--- src/rtl/glb_pkg.sv ---
// rtl/glb_pkg.sv - shared types and helpers for the banked ifmap global buffer
package glb_pkg;

  localparam int GLB_DATA_WIDTH = 16;

  typedef enum logic {
    GLB_FILL_IDLE = 1'b0,
    GLB_FILL_RUN  = 1'b1
  } glb_fill_state_e;

  function automatic int glb_lane_bits(input int num_lanes);
    return (num_lanes > 1) ? $clog2(num_lanes) : 1;
  endfunction

  function automatic int glb_lane_lsb(input int lane, input int width);
    return lane * width;
  endfunction

endpackage

--- src/rtl/glb_lane_ram.sv ---
// rtl/glb_lane_ram.sv - one lane bank: true dual-port, read-first, registered holding outputs
module glb_lane_ram #(
  parameter int DATA_WIDTH = 16,
  parameter int DEPTH      = 16,
  parameter int AW         = $clog2(DEPTH)
) (
  input  logic                  clk,
  input  logic                  rst,
  input  logic                  i_we_a,
  input  logic                  i_re_a,
  input  logic [AW-1:0]         i_addr_a,
  input  logic [DATA_WIDTH-1:0] i_wdata_a,
  output logic [DATA_WIDTH-1:0] o_rdata_a,
  input  logic                  i_we_b,
  input  logic                  i_re_b,
  input  logic [AW-1:0]         i_addr_b,
  input  logic [DATA_WIDTH-1:0] i_wdata_b,
  output logic [DATA_WIDTH-1:0] o_rdata_b
);

  logic [DATA_WIDTH-1:0] r_mem [DEPTH];

  // Port A is written last so it would win a same-address clash; the top never lets one through.
  always_ff @(posedge clk) begin
    if (i_we_b) r_mem[i_addr_b] <= i_wdata_b;
    if (i_we_a) r_mem[i_addr_a] <= i_wdata_a;
  end

  always_ff @(posedge clk or posedge rst) begin
    if (rst) begin
      o_rdata_a <= '0;
      o_rdata_b <= '0;
    end else begin
      if (i_re_a) o_rdata_a <= r_mem[i_addr_a];
      if (i_re_b) o_rdata_b <= r_mem[i_addr_b];
    end
  end

endmodule

--- src/rtl/ifmap_glb_banked.sv ---
// rtl/ifmap_glb_banked.sv - N-lane banked ifmap buffer with fill engine, forwarding and collision arbitration
module ifmap_glb_banked
  import glb_pkg::*;
#(
  parameter int DATA_WIDTH = GLB_DATA_WIDTH,
  parameter int NUM_LANES  = 4,
  parameter int MEM_DEPTH  = 64
) (
  input  logic                                        clk,
  input  logic                                        rst,
  input  logic                                        fill_start,
  input  logic [$clog2(MEM_DEPTH/NUM_LANES)-1:0]      fill_base,
  input  logic [$clog2(MEM_DEPTH/NUM_LANES):0]        fill_len,
  input  logic                                        we_a,
  input  logic [NUM_LANES-1:0]                        wmask_a,
  input  logic                                        a_auto,
  input  logic [$clog2(MEM_DEPTH/NUM_LANES)-1:0]      addr_a,
  input  logic [DATA_WIDTH*NUM_LANES-1:0]             wdata_a,
  input  logic                                        re_a,
  output logic [DATA_WIDTH*NUM_LANES-1:0]             rdata_a,
  output logic                                        rvalid_a,
  input  logic                                        we_b,
  input  logic                                        re_b,
  input  logic [$clog2(MEM_DEPTH)-1:0]                addr_b,
  input  logic [DATA_WIDTH-1:0]                       wdata_b,
  output logic [DATA_WIDTH-1:0]                       rdata_b,
  output logic                                        rvalid_b,
  output logic                                        fill_busy,
  output logic                                        fill_done,
  output logic                                        collision
);

  localparam int FIFO_WIDTH  = DATA_WIDTH * NUM_LANES;
  localparam int WORD_DEPTH  = MEM_DEPTH / NUM_LANES;
  localparam int ADDR_WIDTH  = $clog2(MEM_DEPTH);
  localparam int WADDR_WIDTH = $clog2(WORD_DEPTH);
  localparam int LANE_BITS   = glb_lane_bits(NUM_LANES);
  localparam logic [WADDR_WIDTH-1:0] LAST_WORD = WADDR_WIDTH'(WORD_DEPTH - 1);

  glb_fill_state_e               r_state;
  logic [WADDR_WIDTH-1:0]        r_ptr;
  logic [WADDR_WIDTH:0]          r_rem;
  logic [LANE_BITS-1:0]          r_lane_b;
  logic                          r_fwd;
  logic [DATA_WIDTH-1:0]         r_fwd_data;

  logic [WADDR_WIDTH-1:0]        w_addr_a;
  logic [WADDR_WIDTH-1:0]        w_word_b;
  logic [LANE_BITS-1:0]          w_lane_b;
  logic                          w_we_a;
  logic                          w_auto_acc;
  logic                          w_hit_ab;
  logic [DATA_WIDTH-1:0]         w_q_a [NUM_LANES];
  logic [DATA_WIDTH-1:0]         w_q_b [NUM_LANES];

  assign w_addr_a = a_auto ? r_ptr : addr_a;
  assign w_word_b = addr_b[ADDR_WIDTH-1:LANE_BITS];
  assign w_lane_b = addr_b[LANE_BITS-1:0];

  // Auto writes only land while a fill runs, and a same-cycle restart discards them.
  assign w_auto_acc = we_a & a_auto & (r_state == GLB_FILL_RUN) & ~fill_start;
  assign w_we_a     = (we_a & ~a_auto) | w_auto_acc;
  assign w_hit_ab   = w_we_a & wmask_a[w_lane_b] & (w_addr_a == w_word_b);

  for (genvar i = 0; i < NUM_LANES; i++) begin : g_lane
    glb_lane_ram #(
      .DATA_WIDTH(DATA_WIDTH),
      .DEPTH     (WORD_DEPTH),
      .AW        (WADDR_WIDTH)
    ) u_ram (
      .clk      (clk),
      .rst      (rst),
      .i_we_a   (w_we_a & wmask_a[i]),
      .i_re_a   (re_a),
      .i_addr_a (w_addr_a),
      .i_wdata_a(wdata_a[glb_lane_lsb(i, DATA_WIDTH) +: DATA_WIDTH]),
      .o_rdata_a(w_q_a[i]),
      .i_we_b   (we_b & (w_lane_b == LANE_BITS'(i)) & ~w_hit_ab),
      .i_re_b   (re_b),
      .i_addr_b (w_word_b),
      .i_wdata_b(wdata_b),
      .o_rdata_b(w_q_b[i])
    );
    assign rdata_a[glb_lane_lsb(i, DATA_WIDTH) +: DATA_WIDTH] = w_q_a[i];
  end

  // Lane select and forward flag only move on a read, so rdata_b holds between reads.
  assign rdata_b = r_fwd ? r_fwd_data : w_q_b[r_lane_b];

  always_ff @(posedge clk or posedge rst) begin
    if (rst) begin
      rvalid_a   <= 1'b0;
      rvalid_b   <= 1'b0;
      collision  <= 1'b0;
      r_lane_b   <= '0;
      r_fwd      <= 1'b0;
      r_fwd_data <= '0;
    end else begin
      rvalid_a  <= re_a;
      rvalid_b  <= re_b;
      collision <= we_b & w_hit_ab;
      if (re_b) begin
        r_lane_b   <= w_lane_b;
        r_fwd      <= w_hit_ab;
        r_fwd_data <= wdata_a[w_lane_b*DATA_WIDTH +: DATA_WIDTH];
      end
    end
  end

  always_ff @(posedge clk or posedge rst) begin
    if (rst) begin
      r_state   <= GLB_FILL_IDLE;
      r_ptr     <= '0;
      r_rem     <= '0;
      fill_busy <= 1'b0;
      fill_done <= 1'b0;
    end else begin
      fill_done <= 1'b0;
      if (fill_start) begin
        r_ptr <= fill_base;
        r_rem <= fill_len;
        if (fill_len != '0) begin
          r_state   <= GLB_FILL_RUN;
          fill_busy <= 1'b1;
        end else begin
          r_state   <= GLB_FILL_IDLE;
          fill_busy <= 1'b0;
          fill_done <= 1'b1;
        end
      end else if (w_auto_acc) begin
        r_ptr <= (r_ptr == LAST_WORD) ? '0 : r_ptr + 1'b1;
        r_rem <= r_rem - 1'b1;
        if (r_rem == (WADDR_WIDTH+1)'(1)) begin
          r_state   <= GLB_FILL_IDLE;
          fill_busy <= 1'b0;
          fill_done <= 1'b1;
        end
      end
    end
  end

endmodule

--- config.mk ---
export PLATFORM = sky130hd
export DESIGN_NAME = ifmap_glb_banked
export DESIGN_NICKNAME = d
export VERILOG_FILES = /design/src/rtl/glb_pkg.sv /design/src/rtl/glb_lane_ram.sv /design/src/rtl/ifmap_glb_banked.sv
export SDC_FILE = /design/constraint.sdc
export NUM_CORES = 2
export LEC_CHECK = 0
export CAP_MARGIN = 40
export CELL_PAD_IN_SITES_DETAIL_PLACEMENT = 1
export CELL_PAD_IN_SITES_GLOBAL_PLACEMENT = 2
export CORE_MARGIN = 2
export CORE_UTILIZATION = 50
export DETAILED_ROUTE_END_ITERATION = 6
export PLACE_DENSITY_LB_ADDON = 0.1
export SLEW_MARGIN = 5
export SYNTH_ARGS = -nofsm -noshare
export SYNTH_HDL_FRONTEND = slang
export SYNTH_SLANG_ARGS = --single-unit
--- constraint.sdc ---
create_clock -name clk -period 11.4 [get_ports clk]
set_clock_uncertainty 0.05 [all_clocks]
set_input_delay 1.14 -clock clk [delete_from_list [all_inputs] [get_ports clk]]
set_output_delay 1.14 -clock clk [all_outputs]
set_load 0.03 [all_outputs]
# Word level (Yosys, flattened, before mapping)
# Memories as Yosys holds them, arrays and structs flattened. A register that Yosys moved wholly into a read port is not among the register bits.
# Index checks and enable logic that the tools add are counted.
[word_totals] register_bits=33 ram_bits=1024 inputBits=111 out_inout_bits=85 wordCells=90 mem_count=4
[op_classes] n_addsub=2 order_cmp=2 n_eq_ne=6 shifts=1 mux=36 n_bitwise=24 reduce_logical=5
[mem_list] name="g_lane[0].u_ram.r_mem" depth=16 width=16 read_ports=2 rd_clocked_by_memory_dff=2 wr=2 line="glb_lane_ram.sv:21" rtl="logic [DATA_WIDTH-1:0] r_mem [DEPTH];"
[mem_list] name="g_lane[1].u_ram.r_mem" depth=16 width=16 read_ports=2 rd_clocked_by_memory_dff=2 wr=2 line="glb_lane_ram.sv:21"
[mem_list] name="g_lane[2].u_ram.r_mem" depth=16 width=16 read_ports=2 rd_clocked_by_memory_dff=2 wr=2 line="glb_lane_ram.sv:21"
[mem_list] name="g_lane[3].u_ram.r_mem" depth=16 width=16 read_ports=2 rd_clocked_by_memory_dff=2 wr=2 line="glb_lane_ram.sv:21"
[op_table] cell="indexed part select 64 x 7 -> 16 bit" n=1
[op_table] cell="2-to-1 mux 16 bit" n=3
[op_table] cell="binary-select mux 16 bit (select 2 bit)" n=1
[op_table] cell="2-to-1 mux 1 bit" n=25
[op_table] cell="bitwise AND 1 bit" n=19
[op_table] cell="2-to-1 mux 4 bit" n=4
[op_table] cell="2-to-1 mux 5 bit" n=2
[op_table] cell="equality test 5 x 1 -> 1 bit (second input constant)" n=1
[op_table] cell="nonzero test 5 bit" n=1
[op_table] cell="subtractor 5 x 1 -> 5 bit (second input constant)" n=1
[op_table] cell="adder 4 x 1 -> 4 bit (second input constant)" n=1
[op_table] cell="equality test 2 bit (second input constant)" n=2
[op_table] cell="equality test 4 bit" n=1
[op_table] cell="equality test 4 bit (second input constant)" n=1
[op_table] cell="nonzero test 2 bit" n=2
[op_table] cell="greater-or-equal comparator 3 bit (second input constant)" n=1
[op_table] cell="< comparator 2 x 3 -> 1 bit (second input constant)" n=1
[op_table] cell="inverter 1 bit" n=3
[op_table] cell="inverter 2 -> 3 bit" n=1
[op_table] cell="binary-select mux 1 bit (select 2 bit)" n=1
[op_table] cell="equality test 2 x 1 -> 1 bit (second input constant)" n=1
[op_table] cell="logical NOT 2 bit" n=1
[op_table] cell="AND reduction 2 bit" n=1
[op_table] cell="bitwise OR 1 bit" n=1

# Logic depth before layout (Yosys ltp)
[logic_depth] depth_word=10 ltp_mapped=9 mapped_depth_nobuf=5

# Cells and area by module
# Synthesis repeated with hierarchy kept, for this count alone.
[hier_totals] hier_cells=4616 area_unflattened_um2=68314.3
[modules_own_cells] module="glb_lane_ram at g_lane[1].u_ram ..." n_inst=3 cells_per_inst=1119 area_each_um2=16455.8 seq_area_each_um2=8488.1
[modules_own_cells] module="glb_lane_ram at g_lane[0].u_ram" n_inst=1 cells_per_inst=1059 area_each_um2=16385.7 seq_area_each_um2=8488.1
[modules_own_cells] module="ifmap_glb_banked" n_inst=1 cells_per_inst=200 area_each_um2=2561.2 seq_area_each_um2=825.8

# Worst setup path before layout
# OpenSTA, ideal clock, no wires.
[synth_path] path_type="in2reg" start="input port addr_a[3]" end="memory g_lane[3].u_ram.r_mem[11][0], enable pin" setup_ns=0.411 arrival_time_ns=3.453 required_ns=10.939 path_slack_ns=7.486 path_stages=6 path_buffers=1 path_cell_list="clkbuf_1 mux2i_1 xor2_1 nand4_1 o2111ai_1 o21ai_0"
[synth_lines] item="start: declaration" line="ifmap_glb_banked.sv:17" rtl="input logic [$clog2(MEM_DEPTH/NUM_LANES)-1:0] addr_a,"
[synth_lines] item="end: declaration" line="glb_lane_ram.sv:21"

==> flow_summary.ini <==
[setup_path]
required_ns = 11.80
worst_setup_path_end_kind = flip-flop
cpMaxStageDelayCell = sky130_fd_sc_hd__and3b_4
setup.worst_path.start_class = input pin
worst-setup-path-type = in2reg
critical_path_peak_fanout = 111
arrival_ns = 5.71
worst_path_largest_cell_delay_ns = 0.79
cpMostUsedCell = sky130_fd_sc_hd__buf_4
worstPathCellList = clkdlybuf4s50_1 > buf_4 > and3b_4 > or2_4 > buf_12 > nand3_2 > o21ai_2 > buf_4

[logic_synthesis]
synth-seq-area-share_pct = 51.3
synth.lib_cells_used.distinct = 55
syn_inst = 4715
synth_async_sr_flop_share_pct = 13.6
synth_edf_count = 1024
syn_area_um2 = 67800
syn_nets = 4829
synth-seq-cells = 1185
post_synth.cell_area_avg_um2 = 14.4
ys_dominant_reg_cell = sky130_fd_sc_hd__edfxtp_1
synth.yosys.warnings = 0

[detailed_routing]
drt-pass1-iter-count = 5
finalWirelength_mm = 281
vias_per_cell = 7.54
post-route-drc-count = 0
via_count = 50000
wire_per_inst_um = 42.3
drt_iter0_drc = 7300
detail-route-antenna-nets = 0

[floorplan]
boundaryPins = 196
fp-row-count = 135
height_of_the_die_um = 372
initial_utilization_pct = 50.2
placeableCoreArea_um2 = 135000
die_width_um = 372
dieArea_um2 = 139000

[pwr]
power.switching_uw = 3150
vdd_ir_drop_max_mv = 0.121
p_leak_uw = 0.0252
pwr-share-seq_pct = 44.1
power_uw = 11300
cellInternalPower_uw = 8150
power.share.combinational_pct = 16.6
switching_power_share_of_the_total_pct = 27.9
pwr-share-clk_pct = 39.3
cellPowerDensity_nw_per_um2 = 147

[sta]
timing.final.crit_share_pct = 46.6
finalCriticalPeriod_ns = 5.31
grt_setup_unrepaired = no
worst-slew-pin-transition_ns = 1.03
timing_hold_violations_final = 0
finalWorstSetupSlack_ns = 6.09
clock.fmax_mhz = 188
max-slew-margin-rel_pct = 31.2
final.setup.tns_ns = 0
setup_viol = 0
timing.final.max_slew_violations = 0

[global_routing]
maximum_number_of_pins_on_one_net_before_global_route_repair = 112
global_route.overflow_total = 0
wire_length_of_the_first_global_routing_pass_mm = 392
gr-usage-all-layers_pct = 40.4
number_of_global_route_vias_before_repair = 50500
antenna_found_initial = 36

[layout]
drive_gt1_share_pct = 40.3
multi_input_comb_area_um2 = 30800
filler_cell_count = 12600
count_of_nets_after_finishing = 4839
area_growth_syn_to_layout_pct = 13.3
register_area_um2 = 34800
finish.cell_count_without_fillers = 6626
post-route-cell-area_um2 = 76800

[clock_tree]
cts_tree = built
max-clock-path-buffers = 3
clkSinkCount = 1185
post_cts_hold_buffer_count = 0
h-tree-depth = 4
post-cts-setup-buffer-count = 0
cts-root-buf = sky130_fd_sc_hd__clkbuf_16
clkSlewWorstSetupHoldPaths_ns = 0.06
postCtsResizedCells = 0
insertion_delay_ns = 0.78
cts_made_buffers = 138

[placement]
postPlaceCellArea_um2 = 72300
place_inst = 6364
port_buffer_count = 195
post-place-ws_ns = 5.44
gpl.final_weighted_congestion = 0.881
detailedPlacementHpwl_mm = 170

[run]
maxCapViolations = 0

[status]
status = completed

[worst_hold_path]
hold_path_class = reg2reg
-- stage by stage --
step                      hold WS [ns]  util (%)
after floorplan                  0.425         -
after global placement           0.434      52.7
after detailed placement         0.442      53.6
after CTS                        0.456      56.8
after global routing             0.470      56.9
final                            0.453      56.9
-- synthesized netlist by cell type (all sizes together) (46+ instances only) --
cell type     n  area share (%)
mux4        353              12
nor3         46             1.1
dfrtp       161             5.9
a41oi       128             1.7
clkbuf      376             2.1
nor2         75            0.44
nand4        67            0.62
o21ai       675             5.0
buf         200             1.8
a21oi        66            0.49
edfxtp     1024              45
a22o        257             3.3
mux2       1124              19
-- worst max-delay path, delay by kind of cell --
| kind | cells | cell delay (ns) |
|---|---|---|
| AO/OA/AOI/OAI | 1 | 0.43 |
| AND/OR/NAND/NOR | 3 | 2.16 |
| buffers and inverters | 4 | 1.65 |
-- registers in the layout, summed over array words and instances (netlist names) --
register / flops
collision: 1
fill_done: 1
g_lane.u_ram.o_rdata_a: 64
g_lane.u_ram.o_rdata_b: 64
g_lane.u_ram.r_mem: 1024
r_fwd: 1
r_fwd_data: 16
r_lane_b: 2
r_ptr: 4
r_rem: 5
r_state: 1
rvalid_a: 1
rvalid_b: 1
-- layer usage --
| metal | vias to the layer above | share of wire [%] | global-route usage, % |
|---|---|---|---|
| li1 | 19100 | - | - |
| met3 | 841 | 12 | 11.2 |
| met1 | 26400 | 37 | 53.2 |
| met2 | 3678 | 45 | 61.1 |
| met5 | - | 0.067 | 0 |
| met4 | 26 | 5.7 | 20.9 |
-- area by class of cell --
cell class	count	share of cell area, %
Antenna cell	13	0.0424
Clock buffer	200	5.11
Clock inverter	47	0.590
Inverter	4	0.0293
Multi-Input combinational cell	2950	40.1
Sequential cell	1185	45.3
Tap cell	1781	2.90
Timing Repair Buffer	446	5.93
-- power groups by stage --
stage / Combinational [µW] / Clock, µW / Sequential [µW]
CTS: 1830 / 4460 / 4980
global placement: 1750 / 0 / 5070
floorplan: 990 / 0 / 5070
detailed placement: 1820 / 0 / 5070
global route: 1930 / 4610 / 4990
finish: 1880 / 4440 / 4990
-- worst paths after layout --
kind	slack, ns	from	depth (start not counted)	to
min in group asynchronous	0.84	rst	2	g_lane[0].u_ram.o_rdata_a[11]$_DFFE_PP0P_
max	6.09	a_auto	8	g_lane[0].u_ram.r_mem[7][7]$_DFFE_PP_
min	0.45	r_fwd_data[4]$_DFFE_PP0P_	1	r_fwd_data[4]$_DFFE_PP0P_
max in group asynchronous	9.16	rst	3	g_lane[2].u_ram.o_rdata_a[4]$_DFFE_PP0P_
min reg2reg	0.45	r_fwd_data[4]$_DFFE_PP0P_	1	r_fwd_data[4]$_DFFE_PP0P_
max reg2reg	6.76	r_ptr[0]$_DFFE_PP0P_	6	g_lane[0].u_ram.r_mem[14][8]$_DFFE_PP_
-- kinds of logic (layout without fill, tap and decap cells) --
| kind of cell | after synthesis | after routing | share of synthesized area (%) |
|---|---|---|---|
| compound gates | 1180 | 1180 | 11.1 |
| xor+xnor | 10 | 10 | 0.129 |
| fa+ha+maj | 3 | 3 | 0.0554 |
| buf+inv | 580 | 697 | 3.87 |
| flops | 1185 | 1185 | 51.3 |
| mux | 1482 | 1482 | 30.5 |
| other cells | 0 | 13 | 0 |
| simple gates | 275 | 275 | 3.02 |
-- layout by cell type, fill, tap and decap left out, drive strengths merged, types with 2 or more instances in the layout --
| cell type | synthesis | routed |
|---|---|---|
| nand2b | 3 | 3 |
| nor2 | 75 | 75 |
| or2 | 4 | 4 |
| xnor2 | 3 | 3 |
| and3 | 2 | 2 |
| nor3b | 4 | 4 |
| a22o | 257 | 257 |
| nand4 | 67 | 67 |
| mux2i | 5 | 5 |
| clkinvlp | 0 | 2 |
| clkbuf | 376 | 200 |
| clkdlybuf4s50 | 0 | 172 |
| o21bai | 44 | 44 |
| nor2b | 6 | 6 |
| nor3 | 46 | 46 |
| xor2 | 7 | 7 |
| o2111ai | 2 | 2 |
| mux4 | 353 | 353 |
| mux2 | 1124 | 1124 |
| diode | 0 | 13 |
| bufinv | 0 | 9 |
| edfxtp | 1024 | 1024 |
| a41oi | 128 | 128 |
| nand2 | 30 | 30 |
| a21oi | 66 | 66 |
| and2 | 5 | 5 |
| clkinv | 0 | 34 |
| buf | 200 | 274 |
| and3b | 3 | 3 |
| ha | 3 | 3 |
| inv | 4 | 6 |
| nand3 | 27 | 27 |
| o21ai | 675 | 675 |
| dfrtp | 161 | 161 |
(Power assumes the default switching activity.)
